===== src/rtl/mcparc_host_monitor_if.sv =====
// Signal bundle between the end-of-test monitor and whatever drives it
// (simulation harness or FPGA host).
//   slave  : the monitor side. It takes the limit, stats enable, status words and
//            retire pulses, and drives the verdict, done and statistics.
//   master : the harness side, which is the mirror image of slave.
interface mcparc_host_monitor_if #(
  parameter int p_num_cores = 1,
  parameter int p_status_sz = 32,
  parameter int p_cnt_sz    = 32
) ();
  localparam int p_fc_sz = (p_num_cores > 1) ? $clog2(p_num_cores) : 1;

  logic [p_cnt_sz-1:0]                max_cycles;
  logic                               stats_en;
  logic [p_num_cores*p_status_sz-1:0] status;
  logic [p_num_cores-1:0]             inst_retire;

  logic                               pass;
  logic                               fail;
  logic                               timeout;
  logic [p_fc_sz-1:0]                 fail_core;
  logic [p_status_sz-1:0]             fail_status;
  logic                               done;
  logic [p_cnt_sz-1:0]                num_cycles;
  logic [p_cnt_sz-1:0]                num_inst;

  modport master (
    output max_cycles, stats_en, status, inst_retire,
    input  pass, fail, timeout, fail_core, fail_status, done, num_cycles, num_inst
  );

  modport slave (
    input  max_cycles, stats_en, status, inst_retire,
    output pass, fail, timeout, fail_core, fail_status, done, num_cycles, num_inst
  );
endinterface


===== src/rtl/mcparc_host_monitor.sv =====
// End-of-test monitor for a multi-core processor harness. It has three states:
// RUN, then DRAIN, then DONE.
// In RUN it does three things:
//   - It latches the first nonzero CP0 status word of each core.
//   - It counts cycles and retired instructions.
//   - It resolves one pass/fail/timeout verdict, with priority fail > pass > timeout.
// After the verdict it drains for p_drain_cycles and then raises done.
// Ports:
//   clk, reset : clock and synchronous active-high reset.
//   mon        : mcparc_host_monitor_if.slave. It carries the limit, stats
//                enable, status and retire inputs, and the verdict, done and
//                statistics outputs.

// One core's finished flag and latched status. lat_n and fin_n are the values
// after this cycle's capture is merged in, so the verdict can use them in
// the same cycle.
module mcparc_core_latch #(
  parameter int p_status_sz = 32
) (
  input  logic                   clk,
  input  logic                   reset,
  input  logic                   en,
  input  logic [p_status_sz-1:0] status,
  output logic                   fin_n,
  output logic [p_status_sz-1:0] lat_n
);
  logic                   fin_q;
  logic [p_status_sz-1:0] lat_q;
  logic                   cap;

  // Only the first nonzero status is captured. Later changes are ignored until reset.
  assign cap   = en && !fin_q && (status != '0);
  assign fin_n = fin_q | cap;
  assign lat_n = cap ? status : lat_q;

  always_ff @(posedge clk) begin
    if (reset) begin
      fin_q <= 1'b0;
      lat_q <= '0;
    end else begin
      fin_q <= fin_n;
      lat_q <= lat_n;
    end
  end
endmodule

module mcparc_host_monitor #(
  parameter int p_num_cores    = 1,
  parameter int p_status_sz    = 32,
  parameter int p_cnt_sz       = 32,
  parameter int p_drain_cycles = 2
) (
  input  logic                  clk,
  input  logic                  reset,
  mcparc_host_monitor_if.slave  mon
);
  localparam int FC_W = (p_num_cores > 1) ? $clog2(p_num_cores) : 1;
  localparam int DW   = (p_drain_cycles > 1) ? $clog2(p_drain_cycles) : 1;

  typedef enum logic [1:0] {S_RUN, S_DRAIN, S_DONE} state_t;

  state_t                                  state_q, state_d;
  logic                                    run;
  logic [p_num_cores-1:0]                  fin_n;
  logic [p_num_cores-1:0][p_status_sz-1:0] lat_n;

  logic [p_cnt_sz-1:0]    cycle_cnt, num_cycles_q, num_inst_q, retire_cnt;
  logic [p_cnt_sz:0]      cyc_inc;
  logic [DW-1:0]          drain_q;
  logic                   pass_q, fail_q, timeout_q, done_q;
  logic [FC_W-1:0]        fail_core_q, fail_idx;
  logic [p_status_sz-1:0] fail_status_q, fail_val;
  logic                   fail_any, all_one, pass_all, tmo, verdict;

  assign run = (state_q == S_RUN);

  for (genvar g = 0; g < p_num_cores; g++) begin : g_core
    mcparc_core_latch #(.p_status_sz(p_status_sz)) u_latch (
      .clk    (clk),
      .reset  (reset),
      .en     (run),
      .status (mon.status[g*p_status_sz +: p_status_sz]),
      .fin_n  (fin_n[g]),
      .lat_n  (lat_n[g])
    );
  end

  // Verdict terms use the latched values merged with this cycle's captures.
  // The scan runs from high to low, so the lowest failing index wins.
  always_comb begin
    fail_any   = 1'b0;
    fail_idx   = '0;
    fail_val   = '0;
    all_one    = 1'b1;
    retire_cnt = '0;
    for (int i = p_num_cores - 1; i >= 0; i--) begin
      if (fin_n[i] && (lat_n[i] > p_status_sz'(1))) begin
        fail_any = 1'b1;
        fail_idx = FC_W'(i);
        fail_val = lat_n[i];
      end
      if (lat_n[i] != p_status_sz'(1)) all_one = 1'b0;
      retire_cnt = retire_cnt + p_cnt_sz'(mon.inst_retire[i]);
    end
  end

  // The compare is one bit wider, so a saturated cycle_cnt cannot wrap past the limit.
  assign cyc_inc  = (p_cnt_sz+1)'(cycle_cnt) + (p_cnt_sz+1)'(1);
  assign tmo      = (mon.max_cycles != '0) && (cyc_inc >= {1'b0, mon.max_cycles});
  assign pass_all = (&fin_n) && all_one;
  assign verdict  = fail_any || pass_all || tmo;

  always_ff @(posedge clk) begin
    if (reset) state_q <= S_RUN;
    else       state_q <= state_d;
  end

  always_comb begin
    state_d = state_q;
    case (state_q)
      S_RUN:   if (verdict) state_d = S_DRAIN;
      S_DRAIN: if (drain_q == '0) state_d = S_DONE;
      S_DONE:  state_d = S_DONE;
      default: state_d = S_RUN;
    endcase
  end

  always_ff @(posedge clk) begin
    if (reset) begin
      cycle_cnt     <= '0;
      num_cycles_q  <= '0;
      num_inst_q    <= '0;
      drain_q       <= '0;
      pass_q        <= 1'b0;
      fail_q        <= 1'b0;
      timeout_q     <= 1'b0;
      done_q        <= 1'b0;
      fail_core_q   <= '0;
      fail_status_q <= '0;
    end else begin
      case (state_q)
        S_RUN: begin
          if (cycle_cnt != '1) cycle_cnt <= cycle_cnt + 1'b1;
          if (mon.stats_en) begin
            num_cycles_q <= num_cycles_q + 1'b1;
            num_inst_q   <= num_inst_q + retire_cnt;
          end
          if (fail_any) begin
            fail_q        <= 1'b1;
            fail_core_q   <= fail_idx;
            fail_status_q <= fail_val;
          end else if (pass_all) begin
            pass_q <= 1'b1;
          end else if (tmo) begin
            timeout_q <= 1'b1;
          end
          drain_q <= DW'(p_drain_cycles - 1);
        end
        S_DRAIN: begin
          if (drain_q != '0) drain_q <= drain_q - 1'b1;
          else               done_q  <= 1'b1;
        end
        default: ;
      endcase
    end
  end

  assign mon.pass        = pass_q;
  assign mon.fail        = fail_q;
  assign mon.timeout     = timeout_q;
  assign mon.fail_core   = fail_core_q;
  assign mon.fail_status = fail_status_q;
  assign mon.done        = done_q;
  assign mon.num_cycles  = num_cycles_q;
  assign mon.num_inst    = num_inst_q;
endmodule


===== src/flat_wrapper.sv =====
// flat-port wrapper written by rule: the top's interface ports become plain ports
module mcparc_host_monitor_flat 
#(
  parameter int p_num_cores    = 1,
  parameter int p_status_sz    = 32,
  parameter int p_cnt_sz       = 32,
  parameter int p_drain_cycles = 2
)
  (clk, reset, mon_max_cycles, mon_stats_en, mon_status, mon_inst_retire, mon_pass, mon_fail, mon_timeout, mon_fail_core, mon_fail_status, mon_done, mon_num_cycles, mon_num_inst);
  mcparc_host_monitor_if #(.p_num_cores(p_num_cores), .p_status_sz(p_status_sz), .p_cnt_sz(p_cnt_sz)) mon_i ();
  input  logic clk;
  input  logic reset;
  input wire logic [$bits(mon_i.max_cycles)-1:0] mon_max_cycles;
  input wire logic [$bits(mon_i.stats_en)-1:0] mon_stats_en;
  input wire logic [$bits(mon_i.status)-1:0] mon_status;
  input wire logic [$bits(mon_i.inst_retire)-1:0] mon_inst_retire;
  output wire logic [$bits(mon_i.pass)-1:0] mon_pass;
  output wire logic [$bits(mon_i.fail)-1:0] mon_fail;
  output wire logic [$bits(mon_i.timeout)-1:0] mon_timeout;
  output wire logic [$bits(mon_i.fail_core)-1:0] mon_fail_core;
  output wire logic [$bits(mon_i.fail_status)-1:0] mon_fail_status;
  output wire logic [$bits(mon_i.done)-1:0] mon_done;
  output wire logic [$bits(mon_i.num_cycles)-1:0] mon_num_cycles;
  output wire logic [$bits(mon_i.num_inst)-1:0] mon_num_inst;
  assign mon_i.max_cycles = mon_max_cycles;
  assign mon_i.stats_en = mon_stats_en;
  assign mon_i.status = mon_status;
  assign mon_i.inst_retire = mon_inst_retire;
  assign mon_pass = mon_i.pass;
  assign mon_fail = mon_i.fail;
  assign mon_timeout = mon_i.timeout;
  assign mon_fail_core = mon_i.fail_core;
  assign mon_fail_status = mon_i.fail_status;
  assign mon_done = mon_i.done;
  assign mon_num_cycles = mon_i.num_cycles;
  assign mon_num_inst = mon_i.num_inst;
  mcparc_host_monitor #(.p_num_cores(p_num_cores), .p_status_sz(p_status_sz), .p_cnt_sz(p_cnt_sz), .p_drain_cycles(p_drain_cycles)) u_core (.clk(clk), .reset(reset), .mon(mon_i));
endmodule

===== config.mk =====
export PLATFORM = sky130hd
export DESIGN_NAME = mcparc_host_monitor_flat
export DESIGN_NICKNAME = d
export VERILOG_FILES = /design/src/rtl/mcparc_host_monitor_if.sv /design/src/rtl/mcparc_host_monitor.sv /design/src/flat_wrapper.sv
export SDC_FILE = /design/constraint.sdc
export NUM_CORES = 1
export LEC_CHECK = 0
export CAP_MARGIN = 5
export CORE_ASPECT_RATIO = 0.8
export CORE_MARGIN = 2
export CORE_UTILIZATION = 50
export CTS_CLUSTER_DIAMETER = 200
export DETAILED_ROUTE_END_ITERATION = 6
export HOLD_SLACK_MARGIN = 0.05
export PLACE_DENSITY = 0.78
export SYNTH_ARGS = -nofsm -noshare
export SYNTH_HDL_FRONTEND = slang
export SYNTH_SLANG_ARGS = --single-unit

===== constraint.sdc =====
create_clock -name clk -period 9.4 [get_ports clk]
set_input_delay 1.88 -clock clk [delete_from_list [all_inputs] [get_ports clk]]
set_output_delay 1.88 -clock clk [all_outputs]
set_load 0.03 [all_outputs]

==> results of run 1 <==
## metrics by stage
| step | instance area [um2] | hold slack [ns] | std cells |
|---|---|---|---|
| floorplan | 8200 | 0.449 | 973 |
| global placement | 10000 | 0.440 | 1318 |
| finish | 10600 | 0.451 | 1350 |
| global route | 10600 | 0.491 | 1350 |
| detailed placement | 10000 | 0.448 | 1318 |
| CTS | 10600 | 0.452 | 1350 |
## registers in the layout (all words and copies together) (netlist names)
name                         flops
u_core.g_core.u_latch.lat_q     32
u_core.mon.num_inst             32
u_core.drain_q                   1
u_core.cycle_cnt                32
u_core.mon.fail_status          32
u_core.mon.timeout               1
u_core.mon.fail                  1
u_core.g_core.u_latch.fin_q      1
u_core.state_q                   2
u_core.mon.done                  1
u_core.mon.pass                  1
u_core.mon.num_cycles           32
## critical path, stage by stage
cell and delay [ns]:
clkdlybuf4s50_1 0.42, or4_1 0.58, or3_1 0.44, o21a_1 0.20, o22ai_1 0.28, o211a_2 0.48, buf_4 0.46, nor2_1 0.07
a211oi_1 0.23
## worst paths after layout
path                               end  slack, ns  cells after the start
min reg2reg         u_core.mon.timeout       0.45                      2
max          u_core.mon.fail_status[1]       4.66                      9
max reg2reg          u_core.state_q[0]       5.06                     14
min                 u_core.mon.timeout       0.45                      2
## cells in the final DEF, fill, tap and decap left out, drive strengths merged, types with 3 or more instances in the layout
cell and instances:
nor2 173, dfxtp 168, clkdlybuf4s50 166, nand2 66
inv 58, xor2 55, xnor2 47, nand4 40
ha 39, a21oi 38, a211oi 34, mux2i 33
nand3 32, o21ai 27, or3 24, nor4 23
clkbuf 19, and3 15, and4 9, nor3 9
or4 8, a21o 5, buf 5, and2 4
a31oi 4, nand2b 4, nor2b 3
## cell families (layout without fill, tap and decap cells)
| family | after synthesis | in the layout | synth area share, % |
|---|---|---|---|
| muxes | 33 | 33 | 4.03 |
| AOI/OAI and AO/OA | 123 | 123 | 9.40 |
| adders and majority gates | 39 | 39 | 5.95 |
| xor gates and xnor gates | 102 | 102 | 10.9 |
| buffers and inverters | 90 | 252 | 4.23 |
| DFF | 168 | 168 | 41.0 |
| and+or+nand+nor | 417 | 417 | 24.4 |
| other | 1 | 1 | 0.0457 |
## power breakdown
group | leakage (nW) | internal [mW] | total (mW) | switching [mW]
Combinational | 2.40 | 0.285 | 0.710 | 0.425
Sequential | 1.37 | 0.816 | 0.879 | 0.0630
Clock | 0.281 | 0.366 | 0.680 | 0.315
Total | 4.05 | 1.47 | 2.27 | 0.803
## final cells by class
type | count | area [um2]
Inverter | 49 | 184
Timing Repair Buffer | 171 | 1700
Sequential cell | 168 | 3360
Fill cell | 1346 | 5320
Clock buffer | 19 | 453
Clock inverter | 13 | 126
Tap cell | 215 | 269
Multi-Input combinational cell | 715 | 4490
## layer usage
layer | part of all wire (%) | vias up
met4 | 0.87 | 0
met2 | 44 | 165
met3 | 6.8 | 15
li1 | - | 3683
met1 | 49 | 3333
met5 | 0 | -
==> results by group, run 1 <==
Synthesis
  • Top post-synthesis cells by area: dfxtp_1, nor2_1, ha_1
  • Number of synthesized flops with an enable pin: 0
  • Post-Syn Instances: 973
  • Yosys reg bits: between 150 and 200
  • Top_reg_cell synth: dfxtp_1
  • Post-Syn Area: 0.00820 mm2
  • Post-synth cell types: between 40 and 50
  • Register area share after synthesis: roughly 41%
  • Async SR Flop Fraction: 0%
  • Synthesized Nets: roughly 1100
  • Post-synth top area share: 41.0%
  • YS warnings: 0
  • Synth cell count leaders: nor2_1, dfxtp_1, nand2_1
  • Largest area contributor in the netlist: dfxtp_1
  • Syn Area/Cell: 8.43 um2
  • Most instantiated library cell after synthesis: nor2_1

Run status
  • Run status: completed

Drt
  • Wire per inst: 14.5 um
  • Remaining antenna violation count after routing: 0
  • # DRC: 0
  • Aggregate routed wire length: a little under 20 mm
  • Post-DR vias/cell: ~5.3
  • Initial DRC count: 304
  • DR vias: between 7000 and 8000
  • Drt pass-1 iters: 4

Clock tree
  • CTS H-tree depth: 4
  • Clock Root Buffer: clkbuf_16
  • CTS max path bufs: 2
  • Postcts setup bufs: 0
  • Clk slew on worst S/H paths: 0.07 ns
  • Worst-skew pair later-pin latency: roughly 0.42 ns
  • Post_cts resized: 0
  • # clock sinks: about 170
  • Hold buffer count at cts: 0
  • TritonCTS clock tree: done
  • Cts bufs inserted: 17

Pwr
  • LEAKAGE: approximately 4.1 nW
  • Power per cell area: 214 mW/mm2
  • Total power: 2.27 mW
  • Worst VDD drop: around 130 uV

Timing
  • Achievable Freq: 211 MHz
  • Setup TNS: 0 ns
  • Clock skew: 0.0137 ns
  • Fin. max-slew vios: 0
  • Final setup vio count: 0
  • Unrepaired setup endpoints after global routing: false
  • Crit share post-route: about half
  • Minimum clock period: 4.74 ns
  • Worst slew margin: around 31%
  • Slew @ Worst Pin: between 1 and 1.5 ns
  • Setup ws final: around 4.7 ns
  • Fin. Hold Viols: 0

Final layout
  • Layout cell share with drive strength beyond 1: between 3 and 4%
  • Core Util, Final: between 60% and 70%
  • Ant. Diodes: 0
  • Nets: ~1200
  • P&R area growth vs syn: 29.1%

Floorplanning
  • DIE WIDTH: ~150 um
  • Die ar.: 0.0174 mm2
  • Total core area: around 0.016 mm2
  • I/O pin count: approximately 170
  • FP Rows: 41
  • Die extent in y: roughly 120 um
  • Initial Utilization: 51.6%

Placement
  • Dpl hpwl: around 14 mm
  • RD Place Congestion: 0.803
  • Placement Setup Slack: 4.22 ns
  • # port buffers: 167

Global route
  • M3 GR Usage: 6.76%
  • Antenna violations before repair: 0
  • Gr ovfl total: 0
  • Vias in the first global route: 6801
  • GR Layer Usage met1: ~30%
  • Busiest metal layer after global routing: met2
  • Met2 usage: a little over a third
  • All-Layer GR Usage: a little under a quarter
  • First-pass GRT wire length: around 33 mm
  • Largest net degree at the start of global routing: 90

Critical path
  • Worst path required time: a little under 10 ns
  • Beginning of the critical path: mon_status[3]
  • Worst EP arrival: 5.06 ns
  • Worst r2r src: u_core.cycle_cnt[0]
  • CP max FO: 46
  • Critical path type: in -> reg
  • Setup crit start kind: input port
  • Critical Path Sink Type: register

Flow run
  • Max-Cap Viols: 0

Hold path
  • HP Class: reg -> reg
  • HP Start: u_core.mon.timeout
No activity file was read; power rests on OpenSTA's default activity.
==> run 2, diff against run 1 <==
--- a/config.mk
+++ b/config.mk
@@ -8,11 +8,11 @@
 export CAP_MARGIN = 5
 export CORE_ASPECT_RATIO = 0.8
 export CORE_MARGIN = 2
-export CORE_UTILIZATION = 50
+export CORE_UTILIZATION = 47
 export CTS_CLUSTER_DIAMETER = 200
 export DETAILED_ROUTE_END_ITERATION = 6
 export HOLD_SLACK_MARGIN = 0.05
-export PLACE_DENSITY = 0.78
+export PLACE_DENSITY = 0.77
 export SYNTH_ARGS = -nofsm -noshare
 export SYNTH_HDL_FRONTEND = slang
 export SYNTH_SLANG_ARGS = --single-unit
==> constraint.sdc (replaced) <==
create_clock -name clk -period 3.8 [get_ports clk]
set_input_delay 0.76 -clock clk [delete_from_list [all_inputs] [get_ports clk]]
set_output_delay 0.76 -clock clk [all_outputs]
set_load 0.03 [all_outputs]
==> run 2 against run 1 <==
  * Combinational power grew to 2.6 times the previous value
  * Clock power grew to 2.6 times the previous value
  * Critical endpoint is now u_core.state_q[0]
  * Wire length is 2.3% higher
  * Critical path type is now reg -> reg
  * Sequential power grew 150%
  * Highest routed layer unchanged
  * Die area increased by 6.2%
  * Critical path depth rose by 7
  * Global-route usage decreased by 1.1 points
  * Via count is 2.3% higher
  * Design area is 2.7% higher
  * Clock skew about the same
==> results by group, run 2 (same netlist as run 1, synthesis figures left out) <==
Final layout
  • Nets: 1255 (was 1229)
  • Core Util, Final: 63.1% (was 66.6%)
  • Layout Cells excl Fill: 1386 (was 1350)
  • Fin area: 0.0109 mm2 (was 0.0106 mm2)
  • Most common cell after layout, fill and taps aside: nor2_1 (unchanged)
  • P&R area growth vs syn: 32.6% (was 29.1%)
  • Ant. Diodes: 0 (unchanged)
  • Layout cell share with drive strength beyond 1: 6.46% (was 3.79%)
  • Most frequent cells in the layout: nor2_1, dfxtp_1, clkdlybuf4s50_1, nand2_1, xor2_1 (unchanged)

Floorplanning
  • Die extent in y: 122 um (was 119 um)
  • Initial Utilization: 47.6% (was 51.6%)
  • Total core area: 0.0172 mm2 (was 0.0159 mm2)
  • DIE WIDTH: 152 um (was 147 um)
  • FP Rows: 43 (was 41)
  • I/O pin count: 169 (unchanged)
  • Die ar.: 0.0185 mm2 (was 0.0174 mm2)

Drt
  • Wire per inst: 14.4 um (was 14.5 um)
  • Post-DR vias/cell: 5.31 (was 5.33)
  • Initial DRC count: 383 (was 304)
  • DR vias: 7358 (was 7196)
  • Remaining antenna violation count after routing: 0 (unchanged)
  • Drt pass-1 iters: 7 (was 4)
  • Aggregate routed wire length: 20.0 mm (was 19.5 mm)
  • # DRC: 0 (unchanged)

Critical path
  • Worst r2r src: u_core.cycle_cnt[9] (was u_core.cycle_cnt[0])
  • Worst reg2reg path depth: 16 (was 14)
  • Worst path required time: 4.10 ns (was 9.72 ns)
  • CP max FO: 6 (was 46)
  • Critical Path Sink Type: register (unchanged)
  • R2R Setup Slk: 0.27 ns (was 5.06 ns)
  • Critical path type: reg -> reg (was in -> reg)
  • Worst EP arrival: 3.83 ns (was 5.06 ns)
  • Setup crit start kind: register (was input port)
  • Capturing point of the worst reg2reg path: u_core.state_q[0] (unchanged)

Timing
  • Worst slew margin: 66.6% (was 30.7%)
  • Final setup vio count: 0 (unchanged)
  • Slew @ Worst Pin: 0.497 ns (was 1.04 ns)
  • Minimum clock period: 3.53 ns
  • Crit share post-route: 93.0%
  • Fin. Hold Viols: 0 (unchanged)
  • Clock skew: 0.0133 ns (was 0.0137 ns)
  • Setup ws final: 0.268 ns (was 4.66 ns)
  • Achievable Freq: around 280 MHz
  • Fin. max-slew vios: 0 (unchanged)

Clock tree
  • Worst-skew pair later-pin latency: 0.42 ns (about the same)
  • Cts bufs inserted: 17 (unchanged)
  • TritonCTS clock tree: done (unchanged)
  • Clk slew on worst S/H paths: 0.07 ns (about the same)
  • CTS H-tree depth: 4 (unchanged)
  • Clock Root Buffer: clkbuf_16 (unchanged)
  • CTS max path bufs: 2 (unchanged)
  • Hold buffer count at cts: 0 (unchanged)
  • # clock sinks: 168 (unchanged)

Placement
  • Placement Setup Slack: 0.151 ns (was 4.22 ns)
  • RD Place Congestion: 0.851 (was 0.803)
  • Dpl cells: 1350 (was 1318)
  • Placed cell areas: 0.0102 mm2 (was 0.0100 mm2)
  • # port buffers: 167 (unchanged)
  • Dpl hpwl: 14.4 mm (was 14.2 mm)

Pwr
  • P_int: 3.78 mW (was 1.47 mW)
  • LEAKAGE: 4.20 nW (was 4.05 nW)
  • Total power: 5.75 mW (was 2.27 mW)
  • Worst VDD drop: 328 uV (was 127 uV)
  • Combinational share of power: 32.0% (was 31.3%)
  • Switching part of the total: 34.2% (was 35.4%)
  • NetSw: 1.97 mW (was 0.803 mW)
  • Clock share of power: 30.4% (was 30.0%)
  • Reg power frac: 37.6% (was 38.7%)
  • Power per cell area: 529 mW/mm2 (was 214 mW/mm2)

Hold path
  • Hold depth: 2 (unchanged)
  • HP Start: u_core.mon.timeout (unchanged)
  • Worst hold endpoint: u_core.mon.timeout (unchanged)
  • HP Class: reg -> reg (unchanged)

Global route
  • Gr ovfl total: 0 (unchanged)
  • All-Layer GR Usage: 21.5% (was 22.6%)
  • Antenna violations before repair: 0 (unchanged)
  • Largest net degree at the start of global routing: 82 (was 90)
  • First-pass GRT wire length: 32.2 mm (was 32.6 mm)
  • Vias in the first global route: 6855 (was 6801)

Run status
  • Run status: completed (unchanged)

Flow run
  • Max-Cap Viols: 0 (unchanged)
-- run 2: changes by cell type in the layout (fill, tap and decap cells not counted), moves of 2 or more --
cell	before	now
buf_12	0	2
nor4_2	0	2
bufinv_16	0	2
nor4_1	23	21
buf_4	5	29
-- run 2: timing repair --
item / CTS / global route
buffers inserted: 0 / 4
resized for setup: 0 / 7
endpoints found under the setup margin: 0 / 3
-- run 2: how the worst max path moves through the flow --
stage / startpoint / end / slack (ns) / cells past startpoint
after floorplan: u_core.cycle_cnt[0] / u_core.state_q[0] / 0.33 / 13
after global placement: mon_status[9] / u_core.state_q[1] / 0.19 / 8
after detailed placement: mon_status[9] / u_core.state_q[1] / 0.15 / 8
after CTS: u_core.cycle_cnt[9] / u_core.state_q[0] / 0.14 / 15
after global routing: u_core.cycle_cnt[1] / u_core.state_q[0] / -0.0009 / 15
final: u_core.cycle_cnt[9] / u_core.state_q[0] / 0.27 / 16
-- run 2: per-stage QoR --
stage                     setup TNS (ns)  hold WS (ns)
after global placement                 0         0.437
after detailed placement               0         0.448
after global routing           -0.000949         0.489
after floorplan                        0         0.449
final                                  0         0.451
after CTS                              0         0.456
-- run 2: routing by layer --
metal | vias to the layer above | part of all wire, % | track usage [%]
li1 | 3743 | - | -
met1 | 3400 | 48 | 29.7
met2 | 195 | 43 | 32.7
met3 | 20 | 7.6 | 6.59
met4 | 0 | 1.3 | 5.84
met5 | - | 0 | 0
-- run 2: final cells by class --
class                      instances  area (um2)
clock buffer                      19         443
clock inverter                    13         155
fill                            1491        6350
inverter                          49         184
multi-input combinational        715        4520
sequential                       168        3360
tap                              225         282
timing repair buffer             197        1920
-- run 2: power groups by stage --
stage / Clock (mW) / Sequential (mW) / Combinational, mW
CTS: 1.79 / 2.16 / 1.85
finish: 1.75 / 2.16 / 1.84
global placement: 0 / 2.19 / 1.81
global route: 1.86 / 2.19 / 2.01
floorplan: 0 / 2.43 / 0.963
detailed placement: 0 / 2.20 / 1.83
-- run 2: critical path, cell delays in order, from the launching register on --
cell and delay [ns]:
dfxtp_1 0.43, nand4_1 0.12, buf_4 0.18, nor3_2 0.23
nand4_1 0.21, nor2_1 0.21, nand2_1 0.09, xnor2_1 0.13
ha_1 0.33, a21oi_1 0.16, nand2_1 0.08, a221oi_2 0.28
buf_4 0.15, nand4_1 0.09, and4b_1 0.24, o41a_1 0.36
mux2i_1 0.13
